File: src/rtl/qea_host_sequencer.sv
`timescale 1ns/1ps
// Host-side load / start / readback sequencer for one QEA core instance.
// Define QEA_SEQ_CYCLE_COUNT_EN to get a saturating execution-cycle counter on o_exec_cycles.
module qea_host_sequencer #(
    parameter int PE_NUM_WIDTH            = 2,
    parameter int PE_NUM                  = 4,
    parameter int DATA_WIDTH              = 32,
    parameter int MAX_QBIT_WIDTH          = 6,
    parameter int STATE_DATA_WIDTH        = DATA_WIDTH*2,
    parameter int STATE_ADDR_WIDTH        = 16,
    parameter int GATE_CONTEXT_DATA_WIDTH = DATA_WIDTH*2,
    parameter int GATE_CONTEXT_ADDR_WIDTH = 16,
    parameter int NUM_FRAC_BIT            = 30
) (
    input  logic                                 clk,
    input  logic                                 rst_n,
    input  logic                                 i_run,
    input  logic                                 i_abort,
    input  logic [MAX_QBIT_WIDTH-1:0]            i_qbit_num,
    input  logic [GATE_CONTEXT_ADDR_WIDTH-1:0]   i_ins_num,
    input  logic                                 i_ctx_valid,
    output logic                                 o_ctx_ready,
    input  logic [GATE_CONTEXT_DATA_WIDTH-1:0]   i_ctx_data,
    output logic                                 o_ctx_en,
    output logic                                 o_ctx_wea,
    output logic [GATE_CONTEXT_ADDR_WIDTH-1:0]   o_ctx_addr,
    output logic [GATE_CONTEXT_DATA_WIDTH-1:0]   o_ctx_data,
    output logic                                 o_state_ena,
    output logic                                 o_state_wea,
    output logic [STATE_ADDR_WIDTH-1:0]          o_state_addra,
    output logic [PE_NUM*STATE_DATA_WIDTH-1:0]   o_state_dina,
    output logic                                 o_start,
    input  logic                                 i_complete,
    input  logic [PE_NUM*STATE_DATA_WIDTH-1:0]   i_state_dout,
    output logic                                 o_rd_valid,
    input  logic                                 i_rd_ready,
    output logic [PE_NUM*STATE_DATA_WIDTH-1:0]   o_rd_data,
    output logic [STATE_ADDR_WIDTH-1:0]          o_rd_addr,
    output logic                                 o_busy,
    output logic                                 o_done,
    output logic [31:0]                          o_exec_cycles
);

    localparam int WORD_W = PE_NUM*STATE_DATA_WIDTH;
    localparam logic [MAX_QBIT_WIDTH-1:0] PNW_Q = MAX_QBIT_WIDTH'(PE_NUM_WIDTH);
    localparam logic [MAX_QBIT_WIDTH-1:0] SAW_Q = MAX_QBIT_WIDTH'(STATE_ADDR_WIDTH);
    localparam logic [DATA_WIDTH-1:0] ONE_FX = {{(DATA_WIDTH-1){1'b0}}, 1'b1} << NUM_FRAC_BIT;
    // |0...0>: real part 1.0 in the most significant amplitude slot, everything else zero
    localparam logic [WORD_W-1:0] INIT_WORD0 = {ONE_FX, {(WORD_W-DATA_WIDTH){1'b0}}};
    localparam logic [STATE_ADDR_WIDTH-1:0] SADDR_ONE = {{(STATE_ADDR_WIDTH-1){1'b0}}, 1'b1};
    localparam logic [GATE_CONTEXT_ADDR_WIDTH-1:0] CADDR_ONE = {{(GATE_CONTEXT_ADDR_WIDTH-1){1'b0}}, 1'b1};

    typedef enum logic [3:0] {
        S_IDLE     = 4'd0,
        S_LOAD_CTX = 4'd1,
        S_INIT_ST  = 4'd2,
        S_START    = 4'd3,
        S_WAIT     = 4'd4,
        S_RD_ISSUE = 4'd5,
        S_RD_CAP   = 4'd6,
        S_RD_OUT   = 4'd7,
        S_DONE     = 4'd8
    } state_t;

    // Last state-word address (nwords-1); clamps to all-ones when nwords exceeds the address space.
    function automatic logic [STATE_ADDR_WIDTH-1:0] last_addr_f(input logic [MAX_QBIT_WIDTH-1:0] qbit);
        logic [MAX_QBIT_WIDTH-1:0] sh;
        logic [STATE_ADDR_WIDTH:0] pow;
        sh  = qbit - PNW_Q;
        pow = {{STATE_ADDR_WIDTH{1'b0}}, 1'b1} << sh;
        if (qbit <= PNW_Q) begin
            return {STATE_ADDR_WIDTH{1'b0}};
        end else if (sh >= SAW_Q) begin
            return {STATE_ADDR_WIDTH{1'b1}};
        end else begin
            return pow[STATE_ADDR_WIDTH-1:0] - SADDR_ONE;
        end
    endfunction

    state_t                               state_q;
    logic [GATE_CONTEXT_ADDR_WIDTH-1:0]   ins_num_q;
    logic [STATE_ADDR_WIDTH-1:0]          last_addr_q;
    logic [GATE_CONTEXT_ADDR_WIDTH-1:0]   beat_q;
    logic [STATE_ADDR_WIDTH-1:0]          raddr_q;
    logic                                 wait_first_q;
    logic                                 ctx_ready_q, ctx_en_q, ctx_wea_q;
    logic [GATE_CONTEXT_ADDR_WIDTH-1:0]   ctx_addr_q;
    logic [GATE_CONTEXT_DATA_WIDTH-1:0]   ctx_data_q;
    logic                                 st_ena_q, st_wea_q;
    logic [STATE_ADDR_WIDTH-1:0]          st_addra_q;
    logic [WORD_W-1:0]                    st_dina_q;
    logic                                 start_q, rd_valid_q, busy_q, done_q;
    logic [WORD_W-1:0]                    rd_data_q;
    logic [STATE_ADDR_WIDTH-1:0]          rd_addr_q;

    logic                                 ctx_hs_s;
    logic [GATE_CONTEXT_ADDR_WIDTH-1:0]   beat_d;
    logic [STATE_ADDR_WIDTH-1:0]          init_addr_d;
    logic [STATE_ADDR_WIDTH-1:0]          raddr_d;
    logic [STATE_ADDR_WIDTH-1:0]          run_last_s;

    assign ctx_hs_s    = i_ctx_valid & ctx_ready_q;
    assign beat_d      = beat_q + CADDR_ONE;
    assign init_addr_d = st_addra_q + SADDR_ONE;
    assign raddr_d     = raddr_q + SADDR_ONE;
    assign run_last_s  = last_addr_f(i_qbit_num);

    // Sequencer FSM with all handshake / RAM-port outputs registered.
    always_ff @(posedge clk or negedge rst_n) begin
        if (!rst_n) begin
            state_q      <= S_IDLE;
            ins_num_q    <= '0;
            last_addr_q  <= '0;
            beat_q       <= '0;
            raddr_q      <= '0;
            wait_first_q <= 1'b0;
            ctx_ready_q  <= 1'b0;
            ctx_en_q     <= 1'b0;
            ctx_wea_q    <= 1'b0;
            ctx_addr_q   <= '0;
            ctx_data_q   <= '0;
            st_ena_q     <= 1'b0;
            st_wea_q     <= 1'b0;
            st_addra_q   <= '0;
            st_dina_q    <= '0;
            start_q      <= 1'b0;
            rd_valid_q   <= 1'b0;
            rd_data_q    <= '0;
            rd_addr_q    <= '0;
            busy_q       <= 1'b0;
            done_q       <= 1'b0;
        end else begin
            ctx_en_q  <= 1'b0;
            ctx_wea_q <= 1'b0;
            start_q   <= 1'b0;
            done_q    <= 1'b0;
            if (i_abort) begin
                state_q      <= S_IDLE;
                ins_num_q    <= '0;
                last_addr_q  <= '0;
                beat_q       <= '0;
                raddr_q      <= '0;
                wait_first_q <= 1'b0;
                ctx_ready_q  <= 1'b0;
                st_ena_q     <= 1'b0;
                st_wea_q     <= 1'b0;
                rd_valid_q   <= 1'b0;
                busy_q       <= 1'b0;
            end else begin
                case (state_q)
                    S_IDLE: begin
                        if (i_run) begin
                            ins_num_q   <= i_ins_num;
                            last_addr_q <= run_last_s;
                            beat_q      <= '0;
                            raddr_q     <= '0;
                            busy_q      <= 1'b1;
                            if (i_ins_num == '0) begin
                                state_q    <= S_INIT_ST;
                                st_ena_q   <= 1'b1;
                                st_wea_q   <= 1'b1;
                                st_addra_q <= '0;
                                st_dina_q  <= INIT_WORD0;
                            end else begin
                                state_q     <= S_LOAD_CTX;
                                ctx_ready_q <= 1'b1;
                            end
                        end
                    end
                    S_LOAD_CTX: begin
                        if (ctx_hs_s) begin
                            ctx_en_q   <= 1'b1;
                            ctx_wea_q  <= 1'b1;
                            ctx_addr_q <= beat_q;
                            ctx_data_q <= i_ctx_data;
                            beat_q     <= beat_d;
                            if (beat_d == ins_num_q) begin
                                ctx_ready_q <= 1'b0;
                            end
                        end else if (!ctx_ready_q) begin
                            // final context write was driven last cycle
                            state_q    <= S_INIT_ST;
                            st_ena_q   <= 1'b1;
                            st_wea_q   <= 1'b1;
                            st_addra_q <= '0;
                            st_dina_q  <= INIT_WORD0;
                        end
                    end
                    S_INIT_ST: begin
                        st_dina_q <= '0;
                        if (st_addra_q == last_addr_q) begin
                            st_ena_q   <= 1'b0;
                            st_wea_q   <= 1'b0;
                            st_addra_q <= '0;
                            start_q    <= 1'b1;
                            state_q    <= S_START;
                        end else begin
                            st_addra_q <= init_addr_d;
                        end
                    end
                    S_START: begin
                        wait_first_q <= 1'b1;
                        state_q      <= S_WAIT;
                    end
                    S_WAIT: begin
                        // the core clears complete during the first wait cycle, so it is ignored there
                        wait_first_q <= 1'b0;
                        if (!wait_first_q && i_complete) begin
                            raddr_q    <= '0;
                            st_ena_q   <= 1'b1;
                            st_wea_q   <= 1'b0;
                            st_addra_q <= '0;
                            state_q    <= S_RD_ISSUE;
                        end
                    end
                    S_RD_ISSUE: begin
                        st_ena_q <= 1'b0;
                        state_q  <= S_RD_CAP;
                    end
                    S_RD_CAP: begin
                        rd_data_q  <= i_state_dout;
                        rd_addr_q  <= raddr_q;
                        rd_valid_q <= 1'b1;
                        state_q    <= S_RD_OUT;
                    end
                    S_RD_OUT: begin
                        if (i_rd_ready) begin
                            rd_valid_q <= 1'b0;
                            if (raddr_q == last_addr_q) begin
                                done_q  <= 1'b1;
                                state_q <= S_DONE;
                            end else begin
                                raddr_q    <= raddr_d;
                                st_ena_q   <= 1'b1;
                                st_wea_q   <= 1'b0;
                                st_addra_q <= raddr_d;
                                state_q    <= S_RD_ISSUE;
                            end
                        end
                    end
                    S_DONE: begin
                        busy_q  <= 1'b0;
                        state_q <= S_IDLE;
                    end
                    default: begin
                        ctx_ready_q <= 1'b0;
                        st_ena_q    <= 1'b0;
                        st_wea_q    <= 1'b0;
                        rd_valid_q  <= 1'b0;
                        busy_q      <= 1'b0;
                        state_q     <= S_IDLE;
                    end
                endcase
            end
        end
    end

`ifdef QEA_SEQ_CYCLE_COUNT_EN
    function automatic logic [31:0] sat_inc32(input logic [31:0] v);
        return (v == 32'hFFFF_FFFF) ? v : v + 32'd1;
    endfunction

    logic [31:0] exec_q;

    // Counts cycles from the start pulse; holds its value outside WAIT and across aborts.
    always_ff @(posedge clk or negedge rst_n) begin
        if (!rst_n) begin
            exec_q <= 32'd0;
        end else if (!i_abort) begin
            if (state_q == S_START) begin
                exec_q <= 32'd0;
            end else if (state_q == S_WAIT) begin
                exec_q <= sat_inc32(exec_q);
            end
        end
    end

    assign o_exec_cycles = exec_q;
`else
    assign o_exec_cycles = 32'd0;
`endif

    assign o_ctx_ready   = ctx_ready_q;
    assign o_ctx_en      = ctx_en_q;
    assign o_ctx_wea     = ctx_wea_q;
    assign o_ctx_addr    = ctx_addr_q;
    assign o_ctx_data    = ctx_data_q;
    assign o_state_ena   = st_ena_q;
    assign o_state_wea   = st_wea_q;
    assign o_state_addra = st_addra_q;
    assign o_state_dina  = st_dina_q;
    assign o_start       = start_q;
    assign o_rd_valid    = rd_valid_q;
    assign o_rd_data     = rd_data_q;
    assign o_rd_addr     = rd_addr_q;
    assign o_busy        = busy_q;
    assign o_done        = done_q;

endmodule

File: config.mk
export PLATFORM = sky130hd
export DESIGN_NAME = qea_host_sequencer
export DESIGN_NICKNAME = d
export VERILOG_FILES = /design/src/rtl/qea_host_sequencer.sv
export SDC_FILE = /design/constraint.sdc
export NUM_CORES = 1
export LEC_CHECK = 0
export BUFFER_PORTS_ARGS = -buffer_cell sky130_fd_sc_hd__buf_2
export CORE_AREA = 2 2 400 402
export CTS_CLUSTER_DIAMETER = 120
export CTS_CLUSTER_SIZE = 25
export DETAILED_ROUTE_END_ITERATION = 7
export DIE_AREA = 0 0 402 404
export PLACE_DENSITY = 0.37
export SLEW_MARGIN = 15
export SYNTH_ARGS = -nofsm -noshare
export SYNTH_HDL_FRONTEND = slang
export SYNTH_SLANG_ARGS = --single-unit
export TNS_END_PERCENT = 50
File: constraint.sdc
create_clock -name clk -period 3 [get_ports clk]
set_clock_uncertainty 0.15 [all_clocks]
set_input_delay 0.6 -clock clk [delete_from_list [all_inputs] [get_ports clk]]
set_output_delay 0.6 -clock clk [all_outputs]
set_load 0.02 [all_outputs]
==> summary.md <==
| Metric | Value |
|---|---|
| Status | `finished clean` |
| Die area | `0.162 mm^2` |
| Critical path class | `in2reg` |
| Area of the mapped netlist | `0.0213 mm^2` |
| Vias per cell | `3.40` |
| Synth Instances | `1928` |
| Crit path top cell by count | `buf_4` |
| Io pins | `1014` |
| Worst Path Required | `3.45 ns` |
| Routed WL per cell | `16.1 um` |
| Post-route ant nets | `0` |
| P&R area growth vs syn | `46.4%` |
| Port-buffer cells | `726` |
| Crit-path max FO | `14` |
| Leakage power total | `0.0163 uW` |
| Flip-flop and latch area | `0.0112 mm^2` |
| Critical Path AT | `3.30 ns` |
| Period utilization | `95.1%` |
| Mapped Avg Cell Area | `11.1 um^2` |
| Root buffer cell | `clkbuf_16` |
| Hold WS | `0.0964 ns` |
| First-pass GRT wire length | `117000 um` |
| Postcts setup bufs | `0` |
| Finish-stage setup viols | `0` |
| Placed inst area | `0.0271 mm^2` |
| RePlAce Congestion | `0.773` |
| Most frequent cells in the layout | `725 x buf_2, 446 x dfrtp_1, 324 x dlygate4sd3_1, 317 x nand2_1, 287 x conb_1` |
| Largest net degree at the start of global routing | `71` |
| Dpl hpwl | `63100 um` |
| Tmin final | `2.85 ns` |
| Vias | `17300` |
| Initial Utilization | `13.5%` |
| Area contributors post-synth | `dfrtp_1 52%, mux2_2 14%, buf_4 10%` |
| Die H | `404 um` |
| Fillers | `17400` |
| Vias in the first global route | `17600` |
| Clock transition at the registers of the reported paths | `0.10 ns` |
| Most common cell after layout, fill and taps aside | `buf_2` |
| FP Rows | `146` |
| Largest area contributor in the netlist | `dfrtp_1` |
| Total power | `20700 uW` |
| Total Wirelength | `81700 um` |
| CP cell instances | `dlygate4sd3_1 > buf_2 > nor4_1 > nand4_1 > buf_4 > a221o_1 > a21oi_2 > and2_1 > buf_4 > a22o_1` |
| Hold Crit Class | `in2reg` |
| Core ar. | `0.158 mm^2` |
| Grt met1 use | `11.7%` |
| Met2 GRT Util | `16.4%` |
| Ratio of cells with drive above 1 in the final layout | `38.6%` |
| Top-area cell type share of the netlist area | `52.3%` |
| Async SR Flop Fraction | `100%` |
| Clk buf depth | `3` |
| # clock sinks | `446` |
| Final Hold Violating Endpoints | `0` |
| Met3 usage | `2.21%` |
| Worst-skew pair later-pin latency | `0.67 ns` |
| Slew @ Worst Pin | `0.657 ns` |
| Fmax | `0.350 GHz` |
| WP buf/inv | `4` |
| Final instance area | `0.0312 mm^2` |
| Power per cell area | `663 mW/mm^2` |
| YS warnings | `0` |
| VDD IR max | `0.000452 V` |
| RSZ-0062 raised after global routing | `no` |
| MaxCap Viol Count | `0` |
| Initial antenna violation count | `6` |
| Seq/Total Area, Yosys | `52.3%` |
| Yosys reg bits | `446` |
| Initial detailed-routing violation count | `931` |
| Number of synthesized flops with an enable pin | `0` |
| DIE WIDTH | `402 um` |
| Top FF cell, synth | `dfrtp_1` |
| Nets | `3356` |
| # DRC | `0` |
| Gr busiest metal | `met2` |
| Crit path max-delay cell type | `dlygate4sd3_1` |
| Initial DRT Pass Iterations | `5` |
| Crit path max-delay family | `buffers and inverters` |
| Crit. End Element | `flop` |
| Setup_tns | `0 ns` |
| Cell variety after synth | `68` |
| Critical Path Source Type | `primary input` |
| Cts bufs inserted | `27` |
| Placed insts | `4720` |
| GRT overflow | `0` |
| Worst slew margin | `55.0%` |
| Slowest stage delay, CP | `0.54 ns` |
| Post-route non-filler standard cell count | `5088` |
| Total GRT Usage | `9.44%` |
| Max Slew Vio Count | `0` |
| H-tree level count | `1` |
| Multi-input logic area | `0.00870 mm^2` |
| CTS tree | `built` |
| PostCTS Resize Cnt | `0` |
## sequential cells by signal, indices dropped and copies added (netlist names), 4 cells and up
signal / count
o_rd_addr: 16
beat_q: 16
last_addr_q: 16
o_state_addra: 16
raddr_q: 16
state_q: 4
o_ctx_data: 64
o_ctx_addr: 16
o_rd_data: 256
ins_num_q: 16
## final timing paths
check	start	cells past startpoint	slack (ns)	endpoint
setup / recovery	i_ins_num[12]	10	0.15	o_state_addra[7]$_DFFE_PN0P_
max in group asynchronous	rst_n	3	1.52	beat_q[8]$_DFFE_PN0P_
min in group asynchronous	rst_n	2	0.36	o_rd_data[63]$_DFFE_PN0P_
hold / removal	i_ctx_data[55]	3	0.1	o_ctx_data[55]$_DFFE_PN0P_
hold reg to reg	o_ctx_addr[6]$_DFFE_PN0P_	2	0.33	o_ctx_addr[6]$_DFFE_PN0P_
setup reg to reg	beat_q[0]$_DFFE_PN0P_	7	0.28	o_ctx_ready$_DFFE_PN0P_
## cell usage after synthesis (all sizes together) (5+ instances only)
library cell / number
nor2: 55
dfrtp: 446
o21a: 5
nor3: 19
ha: 6
and3: 13
inv: 16
o211ai: 10
o31ai: 28
or3: 6
clkbuf: 80
nor4: 19
buf: 310
xnor2: 32
xor2: 37
nor2b: 6
and4: 7
a22o: 36
o21ai: 50
nand3: 33
o41ai: 7
mux2: 270
nand4: 13
a31oi: 11
a21oi: 28
nand2: 319
## power by group
group          switching [uW]  internal, uW  total (uW)
logic                    4850          2960        7810
clock network            2570          1770        4340
registers                 991          7580        8570
## metrics by stage
step                util, %  worst slack [ns]
floorplan                 -            -0.191
global placement       17.2            -0.174
detailed placement     17.2            -0.146
CTS                    19.8             0.254
global route           19.8            0.0665
finish                 19.8             0.146
## final cells by class
cell class / count / area share [%]
Sequential cell: 446 / 35.7
Multi-Input combinational cell: 1362 / 27.9
Timing Repair Buffer: 1148 / 25.0
Tap cell: 2072 / 8.30
Clock buffer: 27 / 2.16
Clock inverter: 15 / 0.689
Inverter: 16 / 0.216
Antenna cell: 2 / 0.0160
## routing by layer
metal	wire, um	up-vias	share of wire, %
met1	34200	8520	42
met5	15	-	0.018
met4	1990	4	2.4
li1	-	8140	-
met3	5050	69	6.2
met2	40500	567	49
## cell families after synthesis
kind of cell             synth area share (%)
AO/OA/AOI/OAI                            6.93
XOR/XNOR                                 2.83
flip-flops                               52.3
adder cells (fa/ha/maj)                 0.352
AND/OR/NAND/NOR                          10.9
buffers and inverters                    12.3
other                                  0.0176
multiplexers                             14.4
## what timing repair did
item / CTS / global route
hold endpoints to repair: 352 / 0
setup endpoints to repair: 0 / 0
hold buffers: 324 / 0
## worst register-to-register path: stages (launching register included)
cell and delay (ns):
dfrtp_1 0.36, ha_1 0.29, nand3_2 0.12, or3_1 0.43, o31a_1 0.32, nor4_2 0.27, a31oi_1 0.12, or4_1 0.52
(Power assumes the default switching activity.)
